`src/rtl/shifter_pkg.sv`:
```
// Shared types and defaults for the iterative bidirectional shifter.
package shifter_pkg;

  localparam int WIDTH_DEF = 8;
  localparam int SHW_DEF   = 3;

  localparam logic DIR_LEFT  = 1'b0;
  localparam logic DIR_RIGHT = 1'b1;

  typedef enum logic [1:0] {
    IDLE  = 2'd0,
    SHIFT = 2'd1,
    DONE  = 2'd2
  } state_e;

endpackage

```
`src/rtl/shift_step.sv`:
```
// Single-bit shift step: left with zero fill, right with optional sign fill.
module shift_step
  import shifter_pkg::*;
#(
  parameter int WIDTH = WIDTH_DEF
) (
  input  logic [WIDTH-1:0] val,
  input  logic             dir,
  input  logic             arith,
  output logic [WIDTH-1:0] nxt
);

  // One position per call; the sign bit is re-read from val each step
  always_comb begin
    nxt = val;
    case (dir)
      DIR_LEFT:  nxt = {val[WIDTH-2:0], 1'b0};
      DIR_RIGHT: nxt = {arith & val[WIDTH-1], val[WIDTH-1:1]};
      default:   nxt = val;
    endcase
  end

endmodule

```
`src/rtl/seq_bidirec_shifter.sv`:
```
// Multi-cycle bidirectional shifter: one bit per clock under a start/done handshake.
module seq_bidirec_shifter
  import shifter_pkg::*;
#(
  parameter int WIDTH = WIDTH_DEF,
  parameter int SHW   = SHW_DEF
) (
  input  logic             clk,
  input  logic             rst,
  input  logic             start,
  input  logic [WIDTH-1:0] in,
  input  logic [SHW-1:0]   shamt,
  input  logic             dir,
  input  logic             arith,
  output logic [WIDTH-1:0] out,
  output logic             ready,
  output logic             busy,
  output logic             done
);

  state_e           state_q, state_d;
  logic [WIDTH-1:0] out_q, out_d;
  logic [SHW-1:0]   cnt_q, cnt_d;
  logic             dir_q, dir_d;
  logic             arith_q, arith_d;
  logic [WIDTH-1:0] step_s;

  shift_step #(.WIDTH(WIDTH)) u_step (
    .val   (out_q),
    .dir   (dir_q),
    .arith (arith_q),
    .nxt   (step_s)
  );

  // State and datapath registers with synchronous reset
  always_ff @(posedge clk) begin
    if (rst) begin
      state_q <= IDLE;
      out_q   <= '0;
      cnt_q   <= '0;
      dir_q   <= 1'b0;
      arith_q <= 1'b0;
    end else begin
      state_q <= state_d;
      out_q   <= out_d;
      cnt_q   <= cnt_d;
      dir_q   <= dir_d;
      arith_q <= arith_d;
    end
  end

  // Next-state logic; a zero shift amount skips SHIFT entirely
  always_comb begin
    state_d = state_q;
    case (state_q)
      IDLE: begin
        if (start) begin
          state_d = (shamt == SHW'(0)) ? DONE : SHIFT;
        end else begin
          state_d = IDLE;
        end
      end
      SHIFT: begin
        if (cnt_q == SHW'(1)) begin
          state_d = DONE;
        end else begin
          state_d = SHIFT;
        end
      end
      DONE:    state_d = IDLE;
      default: state_d = IDLE;
    endcase
  end

  // Datapath: capture on accepted start, step and count down while shifting
  always_comb begin
    out_d   = out_q;
    cnt_d   = cnt_q;
    dir_d   = dir_q;
    arith_d = arith_q;
    case (state_q)
      IDLE: begin
        if (start) begin
          out_d   = in;
          cnt_d   = shamt;
          dir_d   = dir;
          arith_d = arith;
        end else begin
          out_d   = out_q;
        end
      end
      SHIFT: begin
        out_d = step_s;
        cnt_d = cnt_q - SHW'(1);
      end
      default: begin
        out_d = out_q;
      end
    endcase
  end

  // Handshake outputs decoded from the registered state
  always_comb begin
    ready = 1'b0;
    busy  = 1'b0;
    done  = 1'b0;
    case (state_q)
      IDLE:    ready = 1'b1;
      SHIFT:   busy  = 1'b1;
      DONE:    done  = 1'b1;
      default: ready = 1'b0;
    endcase
  end

  assign out = out_q;

endmodule

```
`config.mk`:
```
export PLATFORM = sky130hd
export DESIGN_NAME = seq_bidirec_shifter
export DESIGN_NICKNAME = d
export VERILOG_FILES = /design/src/rtl/shifter_pkg.sv /design/src/rtl/shift_step.sv /design/src/rtl/seq_bidirec_shifter.sv
export SDC_FILE = /design/constraint.sdc
export NUM_CORES = 1
export LEC_CHECK = 0
export CAP_MARGIN = 20
export CORE_MARGIN = 10
export CORE_UTILIZATION = 48
export DETAILED_ROUTE_END_ITERATION = 7
export GPL_ROUTABILITY_DRIVEN = 1
export PLACE_DENSITY = 0.85
export SLEW_MARGIN = 20
export SYNTH_ARGS = -nofsm -noshare
export SYNTH_HDL_FRONTEND = slang
export SYNTH_SLANG_ARGS = --single-unit
```
`constraint.sdc`:
```
create_clock -name clk -period 2.98 [get_ports clk]
set_input_delay 0.447 -clock clk [delete_from_list [all_inputs] [get_ports clk]]
set_output_delay 0.447 -clock clk [all_outputs]
set_load 0.05 [all_outputs]
```
# == After elaboration in Yosys (flattened, before gate mapping) ==
# Cells that the tools add are included.
# word_totals
output_inout_bits,11
register_bits,15
inputBits,16
wordCells,29
# op_classes
n_addsub,1
reduce_logical,5
eq_ne,4
bitwise,2
muxes,12
# op_table
cell,n
$pmux 8 s2,2
$mux 8,1
$mux 2,3
$pmux 3 s2,1
$pmux 2 s2,1
$reduce_and 2->1,2
$eq 3x1->1 const B,1
$logic_not 3->1,1
$mux 1,3
$mux 3,1
$sub 3x1->3 const B,1
$eq 2x1->1 const B,1
$eq 2x2->1 const B,1
$logic_not 2->1,1
$ne 2x2->1 const B,1
$reduce_bool 2->1,1
$and 1x1->1,1
$not 1->1,1

# == Logic depth before layout (Yosys ltp) ==
# Gate-level depths: netlist of the first run.
# depth
word_depth,4
mapped_depth,6
ltp_nobuf,5

# == Hierarchy ==
# A second synthesis of the first run with hierarchy kept.
# unflattened
hier_cells,93
area_unflattened_um2,880.8
# modules_own_cells
mod,seq_area_each_um2,instances,cells_each,area_each_um2
seq_bidirec_shifter,300.3,1,82,758.2
shift_step,0.0,1,11,122.6

# == Least setup slack after synthesis of the first run ==
# No wires, ideal clock.
# synth_path
kind,register -> output
start,register state_q[1]
end,output port done
n_path_buf,1
required_ns,2.533
t_arrival_ns,1.140
stages_incl_launch_ff,3
setup_slack_ns,1.393
cell_sequence,dfxtp_1 buf_6 nor2b_1
# synth_between
elab_chain_cells,2
# synth_rtl
item,line_no,source
"start, declared",seq_bidirec_shifter.sv:21,"state_e state_q, state_d;"
"start signal, assigned",seq_bidirec_shifter.sv:44,state_q <= state_d;
$eq 2x2->1,seq_bidirec_shifter.sv:107,case (state_q)
$mux 1,seq_bidirec_shifter.sv:107,
"end, declared",seq_bidirec_shifter.sv:18,output logic done
# No other way between the ends.

# == Final worst setup path of the first run ==
# layout_path
start,register state_q[0]
end,output port busy
# layout_between
elab_chain_cells,2
# layout_rtl
item,line_no,source
$eq 2x1->1,seq_bidirec_shifter.sv:107,
$mux 1,seq_bidirec_shifter.sv:107,
"end, declared",seq_bidirec_shifter.sv:17,"output logic busy,"
# No other way between the ends.

==> results of run 1 <==
[registers in the layout, summed over array words and instances, names as in the netlist]
signal	flops
out	8
arith_q	1
cnt_q	3
dir_q	1
state_q	2
[per-layer routing]
metal	up-vias	wire length (µm)	track usage
li1	407	-	-
met3	2	107	0.03226
met2	20	939	0.1731
met4	0	12	0.02514
met1	368	1024	0.1196
met5	-	0	0
[cells in the final DEF (no fill, tap or decap), drive strengths merged]
master / synthesis / layout
a211o: 1 / 1
nand3b: 1 / 1
nand3: 3 / 3
nand2b: 3 / 3
or3b: 1 / 1
o21ai: 3 / 3
clkdlybuf4s50: 0 / 26
nor2: 8 / 8
a32oi: 1 / 1
clkbuf: 1 / 3
o221a: 1 / 1
inv: 7 / 7
a211oi: 9 / 9
a2111oi: 1 / 1
o21ba: 1 / 1
nor3: 9 / 9
o311ai: 1 / 1
a21oi: 3 / 3
ha: 2 / 2
nand4: 1 / 1
nor2b: 9 / 9
nor4: 6 / 6
a2bb2oi: 1 / 1
dfxtp: 15 / 15
nor3b: 1 / 1
clkinv: 0 / 1
nand2: 4 / 4
[critical path: stages, from the launching register on]
cell and delay (ns):
sky130_fd_sc_hd__dfxtp_1 0.56, sky130_fd_sc_hd__nand2b_1 0.38, sky130_fd_sc_hd__inv_8 0.19, sky130_fd_sc_hd__clkdlybuf4s50_1 0.82
[kinds of logic (layout without fill, tap and decap cells)]
group / Yosys count / in the layout / share of synthesized area
AO/OA/AOI/OAI: 22 / 22 / 0.2028
buffers and inverters: 14 / 37 / 0.1086
flip-flops: 15 / 15 / 0.3429
AND/OR/NAND/NOR: 46 / 46 / 0.3171
adder cells (fa/ha/maj): 2 / 2 / 0.02857
[where the power goes]
group          switching [µW]  internal (µW)  total (µW)
logic                     135           94.1         229
registers                29.2            224         254
clock network            70.1           49.9         120
total                     234            368         603
[path summary, 6_finish.rpt]
| path | to | slack, ns | cells past startpoint |
|---|---|---|---|
| setup reg to reg | cnt_q[1] | 1.40 | 3 |
| hold reg to reg | arith_q | 0.48 | 2 |
| hold / removal | arith_q | 0.48 | 2 |
| setup / recovery | busy | 0.30 | 3 |
[layout make-up]
class                           count  area share
Inverter                            7     0.02980
Sequential cell                    15      0.2649
Clock inverter                      1    0.004415
Multi-Input combinational cell     70      0.4238
Clock buffer                        3     0.01987
Timing Repair Buffer               26      0.2296
Tap cell                           25     0.02759
[metrics by stage]
step | instance area [µm²] | hold WS [ns]
global placement | 1106 | 0.4531
detailed placement | 1106 | 0.4708
floorplan | 875.8 | 0.4366
finish | 1134 | 0.4811
CTS | 1134 | 0.4861
global route | 1134 | 0.5093
==> out/summary.log, run 1 <==
INFO  layout         area_delta_synth_final=29.43%
INFO  route          drt-wirelength-per-cell=14.18µm
INFO  global_route   globalRouteOverflowTotal=0
INFO  timing         clock_tree_skew_after_final_layout=0.003801ns
INFO  yosys          postSynthCellCount=99
INFO  floorplanning  floorplan.rows=15
INFO  cts            clk_latency=0.29ns
INFO  worst_setup_path worstPathRequired=2.53ns
INFO  yosys          yosysSeqAreaShare=0.3429
INFO  worst_setup_path worstSetupPathType=register to output port
INFO  cts            post_cts.resized_instances=0
INFO  global_route   grt_pass1_vias=773
INFO  placed_design  place_congestion=0.8096
INFO  global_route   globalRouteTotalUtil=0.1016
INFO  worst_setup_path cp-start-kind=register
INFO  route          drt_iter0_drc=8
INFO  floorplanning  die_height=62.72µm
INFO  global_route   grt_start_max_net_pins=17
INFO  worst_setup_path reg2reg_from=state_q[0]
INFO  cts            cts_setup_buffers=0
INFO  layout         num-fill-cells=157
INFO  timing         timing.final.max_slew_violations=0
INFO  cts            cts_hold_buf=0
INFO  worst_hold_path timing.hold.worst.class=register to register
INFO  floorplanning  floorplan.initialDensity=0.5072
INFO  cts            clock_sinks=15
INFO  cts            num_cts_buffers=3
INFO  layout         sequential_cell_area=300.3µm²
INFO  timing         relSlewSlack=0.5098
INFO  route          antenna_violating_nets_post_route=0
INFO  placed_design  pre_cts_slack=0.6011ns
INFO  yosys          yosys_register_bits=15
INFO  cts            clock-root-buffer=sky130_fd_sc_hd__clkbuf_4
INFO  yosys          netlist.area_leader.share=0.3429
INFO  worst_setup_path startpoint=state_q[0]
INFO  layout         multi_input_comb_area=480.5µm²
INFO  layout         final_util=0.6565
INFO  route          number_of_optimization_iterations_in_the_first_detailed_route_pass=3
INFO  route          via_per_instance_ratio=5.422
INFO  global_route   first_pass_grt_wire_length=3.491mm
INFO  yosys          postSynth.asyncResetShare=0
INFO  floorplanning  pin_count=27
INFO  cts            clock_tree.buffer_depth=2
INFO  floorplanning  die_footprint=3933µm²
INFO  yosys          top_area_cells_in_the_synthesized_netlist=sky130_fd_sc_hd__dfxtp_1 34%, sky130_fd_sc_hd__a211oi_1 6.9%, sky130_fd_sc_hd__nor2b_1 6.4%
INFO  floorplanning  design.core.area=1727µm²
INFO  timing         unrepaired_setup_endpoints_after_global_routing=no
INFO  yosys          synth_area_leader_cell=sky130_fd_sc_hd__dfxtp_1
INFO  worst_setup_path crit_fanout=12
INFO  yosys          most_instantiated_library_cell_after_synthesis=sky130_fd_sc_hd__dfxtp_1
INFO  placed_design  port-buffer-count=26
INFO  layout         nets=141
INFO  yosys          yosys-top-cells-count=15 x sky130_fd_sc_hd__dfxtp_1, 9 x sky130_fd_sc_hd__nor2b_1, 9 x sky130_fd_sc_hd__nor3_1, 8 x sky130_fd_sc_hd__a211oi_1, 8 x sky130_fd_sc_hd__nor2_1
INFO  route          drc_errors=0
INFO  yosys          synth.avg_cell_area=8.847µm²
INFO  timing         period_share=0.9006
INFO  timing         setup_violations=0
INFO  cts            cts_htree_levels=1
INFO  worst_hold_path worst_hold_startpoint=arith_q
INFO  timing         final.setup.tns=0ns
INFO  timing         post-route-min-period=2.684ns
INFO  outcome        status=completed
INFO  yosys          synth-edff-count=0
INFO  layout         final-instance-count-excl-fill=147
INFO  placed_design  dp.final_hpwl=1.581mm
INFO  layout         num_antenna_cells=0
INFO  floorplanning  die_width=62.72µm
INFO  placed_design  placedCellCount=143
INFO  worst_setup_path critical_path_arrival=2.24ns
INFO  timing         layout_setup_ws=0.2963ns
INFO  pwr            irDropWorstVdd=288.5µV
INFO  cts            post_cts_clock_slew_at_the_launch_and_capture_registers_of_the_worst_setup_and_hold_paths=0.10ns
INFO  yosys          post_synth_instance_area=875.8µm²
INFO  timing         hold_viol=0
INFO  global_route   number_of_antenna_violations_at_the_first_check_in_global_routing=0
INFO  cts            tritoncts_clock_tree=yes
INFO  yosys          dominantRegCellSynth=sky130_fd_sc_hd__dfxtp_1
INFO  route          via_count=797
INFO  timing         f_max=0.3726GHz
INFO  route          finalWirelength=2.084mm
INFO  timing         least_margin_pin_slew=0.7331ns
INFO  layout         final_layout_size_suffix_gt1_frac=0.1148
INFO  yosys          syn_nets=117
INFO  job            timing.max_cap.violations=0
INFO  worst_setup_path timing.critical_path.to_type=output port
INFO  pwr            design_power_total=602.7µW
INFO  pwr            power_density=531.7nW/µm²
INFO  yosys          ys.warnings.count=0
INFO  yosys          number_of_different_library_cells_in_the_post_synthesis_netlist=33
INFO  pwr            p_leak=0.0004035µW
No activity file was read; power rests on OpenSTA's default activity.
==> inputs of run 2 (changes only) <==
--- a/config.mk
+++ b/config.mk
@@ -6,11 +6,13 @@
 export NUM_CORES = 1
 export LEC_CHECK = 0
 export CAP_MARGIN = 20
+export CELL_PAD_IN_SITES_DETAIL_PLACEMENT = 1
+export CELL_PAD_IN_SITES_GLOBAL_PLACEMENT = 1
 export CORE_MARGIN = 10
-export CORE_UTILIZATION = 48
+export CORE_UTILIZATION = 36
 export DETAILED_ROUTE_END_ITERATION = 7
 export GPL_ROUTABILITY_DRIVEN = 1
-export PLACE_DENSITY = 0.85
+export PLACE_DENSITY = 0.86
 export SLEW_MARGIN = 20
 export SYNTH_ARGS = -nofsm -noshare
 export SYNTH_HDL_FRONTEND = slang
==> run 2 against run 1 <==
Against the previous run:
- clock skew about the same
- die area is 22% higher
- maximum frequency decreased by 0.98%
- final area grew 0.22%
- first-iteration DRC count rose to 3.6 times the previous value
- combinational power increased by 2%
- critical path type unchanged
==> out/summary.log, run 2 (synthesis gave the netlist of run 1 again) <==
INFO  floorplanning  design.core.area=2255µm² [+31%]
INFO  worst_setup_path critical_path_arrival=2.26ns [+0.02 ns]
INFO  global_route   number_of_antenna_violations_at_the_first_check_in_global_routing=0 [unchanged]
INFO  worst_setup_path worstSetupPathType=register to output port
INFO  layout         area_delta_synth_final=29.71%
INFO  cts            post_cts.resized_instances=0 [unchanged]
INFO  worst_setup_path worstPathRequired=2.53ns [about the same]
INFO  global_route   globalRouteTotalUtil=0.1035 [+0.001894]
INFO  global_route   globalRouteOverflowTotal=0 [unchanged]
INFO  worst_setup_path timing.critical_path.to_type=output port
INFO  worst_setup_path crit_fanout=12 [unchanged]
INFO  worst_hold_path timing.hold.worst.class=register to register
INFO  route          number_of_optimization_iterations_in_the_first_detailed_route_pass=4 [+1]
INFO  pwr            switching_share=0.3910 [+0.002130]
INFO  route          drc_errors=0 [unchanged]
INFO  layout         final-instance-count-excl-fill=150 [+2.0%]
INFO  pwr            p_clk_frac=0.197 [-0.002]
INFO  floorplanning  die_width=69.33µm [+11%]
INFO  cts            num_cts_buffers=3 [unchanged]
INFO  floorplanning  floorplan.initialDensity=0.3885 [-0.1188]
INFO  global_route   first_pass_grt_wire_length=4.374mm [+25%]
INFO  floorplanning  die_footprint=4806µm² [+22%]
INFO  job            timing.max_cap.violations=0 [unchanged]
INFO  timing         setup_violations=0 [unchanged]
INFO  layout         mostFrequentLayoutCells=26 x sky130_fd_sc_hd__clkdlybuf4s50_1, 15 x sky130_fd_sc_hd__dfxtp_1, 9 x sky130_fd_sc_hd__nor2b_1, 9 x sky130_fd_sc_hd__nor3_1
INFO  cts            cts_setup_buffers=0 [unchanged]
INFO  pwr            power_density=535.9nW/µm² [+0.80%]
INFO  timing         period_share=0.9095 [+0.008893]
INFO  cts            tritoncts_clock_tree=yes
INFO  global_route   grt_start_max_net_pins=17 [unchanged]
INFO  pwr            power.internal=370.8µW [+0.67%]
INFO  timing         relSlewSlack=0.5095 [about the same]
INFO  route          via_count=815 [+2.3%]
INFO  worst_setup_path cp-start-kind=register
INFO  timing         layout_setup_ws=0.2698ns [-0.02650 ns]
INFO  placed_design  pre_cts_slack=0.5969ns [-0.004168 ns]
INFO  layout         most_common_library_cell_in_the_layout_ignoring_fill_and_taps=sky130_fd_sc_hd__clkdlybuf4s50_1
INFO  pwr            seq_power_share=0.419 [-0.002]
INFO  cts            clock_tree.buffer_depth=2 [unchanged]
INFO  floorplanning  floorplan.rows=17 [+2]
INFO  pwr            pwr-share-comb=0.384 [+0.004]
INFO  timing         least_margin_pin_slew=0.7335ns [+0.0004075 ns]
INFO  layout         num_antenna_cells=0 [unchanged]
INFO  route          antenna_violating_nets_post_route=0 [unchanged]
INFO  layout         num-fill-cells=276 [+76%]
INFO  timing         unrepaired_setup_endpoints_after_global_routing=no
INFO  timing         f_max=0.3690GHz [-0.98%]
INFO  pwr            irDropWorstVdd=237.7µV [-18%]
INFO  pwr            p_leak=0.0004008µW [-0.68%]
INFO  cts            clock_sinks=15 [unchanged]
INFO  placed_design  dp.final_hpwl=1.871mm [+18%]
INFO  floorplanning  pin_count=27 [unchanged]
INFO  layout         final_layout_size_suffix_gt1_frac=0.1066 [-0.008197]
INFO  timing         hold_viol=0 [unchanged]
INFO  cts            post_cts_clock_slew_at_the_launch_and_capture_registers_of_the_worst_setup_and_hold_paths=0.10ns [about the same]
INFO  cts            cts_htree_levels=1 [unchanged]
INFO  cts            clock-root-buffer=sky130_fd_sc_hd__clkbuf_4
INFO  route          via_per_instance_ratio=5.433 [+0.21%]
INFO  placed_design  port-buffer-count=26 [unchanged]
INFO  route          finalWirelength=2.506mm [+20%]
INFO  cts            cts_hold_buf=0 [unchanged]
INFO  placed_design  place_congestion=0.7471 [-7.7%]
INFO  outcome        status=completed
INFO  global_route   grt_pass1_vias=875 [+13%]
INFO  route          drt-wirelength-per-cell=16.71µm [+18%]
INFO  timing         final.setup.tns=0ns [unchanged]
INFO  cts            clk_latency=0.28ns [about the same]
INFO  floorplanning  die_height=69.33µm [+11%]
INFO  timing         post-route-min-period=2.710ns [+0.02650 ns]
INFO  timing         clock_tree_skew_after_final_layout=0.004291ns [+0.0004904 ns]
INFO  route          drt_iter0_drc=29 [+21]
INFO  timing         timing.final.max_slew_violations=0 [unchanged]
INFO  placed_design  placedCellCount=146 [+2.1%]
INFO  layout         nets=141 [unchanged]
INFO  layout         flip_flop_count_of_the_largest_register_after_layout=8 [unchanged]
INFO  pwr            power.net_switching=238.1µW [+1.6%]
[run 2: cell count changes in the layout (fill, tap and decap cells not counted), sizes merged]
cell,change
clkinv,-1
clkbuf,+1
[run 2: path summary, 6_finish.rpt]
check	cells after the start	start	slack [ns]	to
max reg2reg	4	state_q[1]	1.34	cnt_q[0]
min reg2reg	2	arith_q	0.47	arith_q
max	3	state_q[0]	0.27	busy
min	2	arith_q	0.47	arith_q
[run 2: through the flow]
step	util	instance area [µm²]	hold WS [ns]	power, µW
after global routing	0.5039	1136	0.5036	648.3
after CTS	0.5039	1136	0.4767	618.0
after floorplan	-	875.8	0.4366	421.3
after global placement	0.4922	1110	0.4572	487.0
after detailed placement	0.4922	1110	0.4619	494.7
final	0.5039	1136	0.4722	608.9
[run 2: final cells by class]
type / instances / area (µm²) / share of cell area
multi-input cells: 70 / 480.5 / 0.4229
clock buffers: 4 / 26.28 / 0.02313
flip-flops and latches: 15 / 300.3 / 0.2643
inverters: 7 / 33.78 / 0.02974
repair buffers: 26 / 260.3 / 0.2291
well taps: 28 / 35.03 / 0.03084
[run 2: power by group through the flow]
| stage | Combinational (µW) | Sequential (µW) | Clock, µW |
|---|---|---|---|
| floorplan | 126 | 295 | 0 |
| global placement | 230 | 257 | 0 |
| detailed placement | 235 | 260 | 0 |
| CTS | 237 | 255 | 126 |
| global route | 253 | 260 | 135 |
| finish | 234 | 255 | 120 |
[run 2: worst max-delay path, cell delays in order, from the launching register on]
cell and delay (ns):
sky130_fd_sc_hd__dfxtp_1 0.57, sky130_fd_sc_hd__nand2b_1 0.39, sky130_fd_sc_hd__inv_8 0.19, sky130_fd_sc_hd__clkdlybuf4s50_1 0.82
[run 2: layer usage]
layer	GRT usage	part of all wire	wire (µm)	up-vias
li1	-	-	-	406
met1	0.1317	0.48	1212	388
met5	0	0	0	-
met4	0.02661	0.0032	8	0
met3	0.03281	0.057	144	2
met2	0.1623	0.46	1141	19
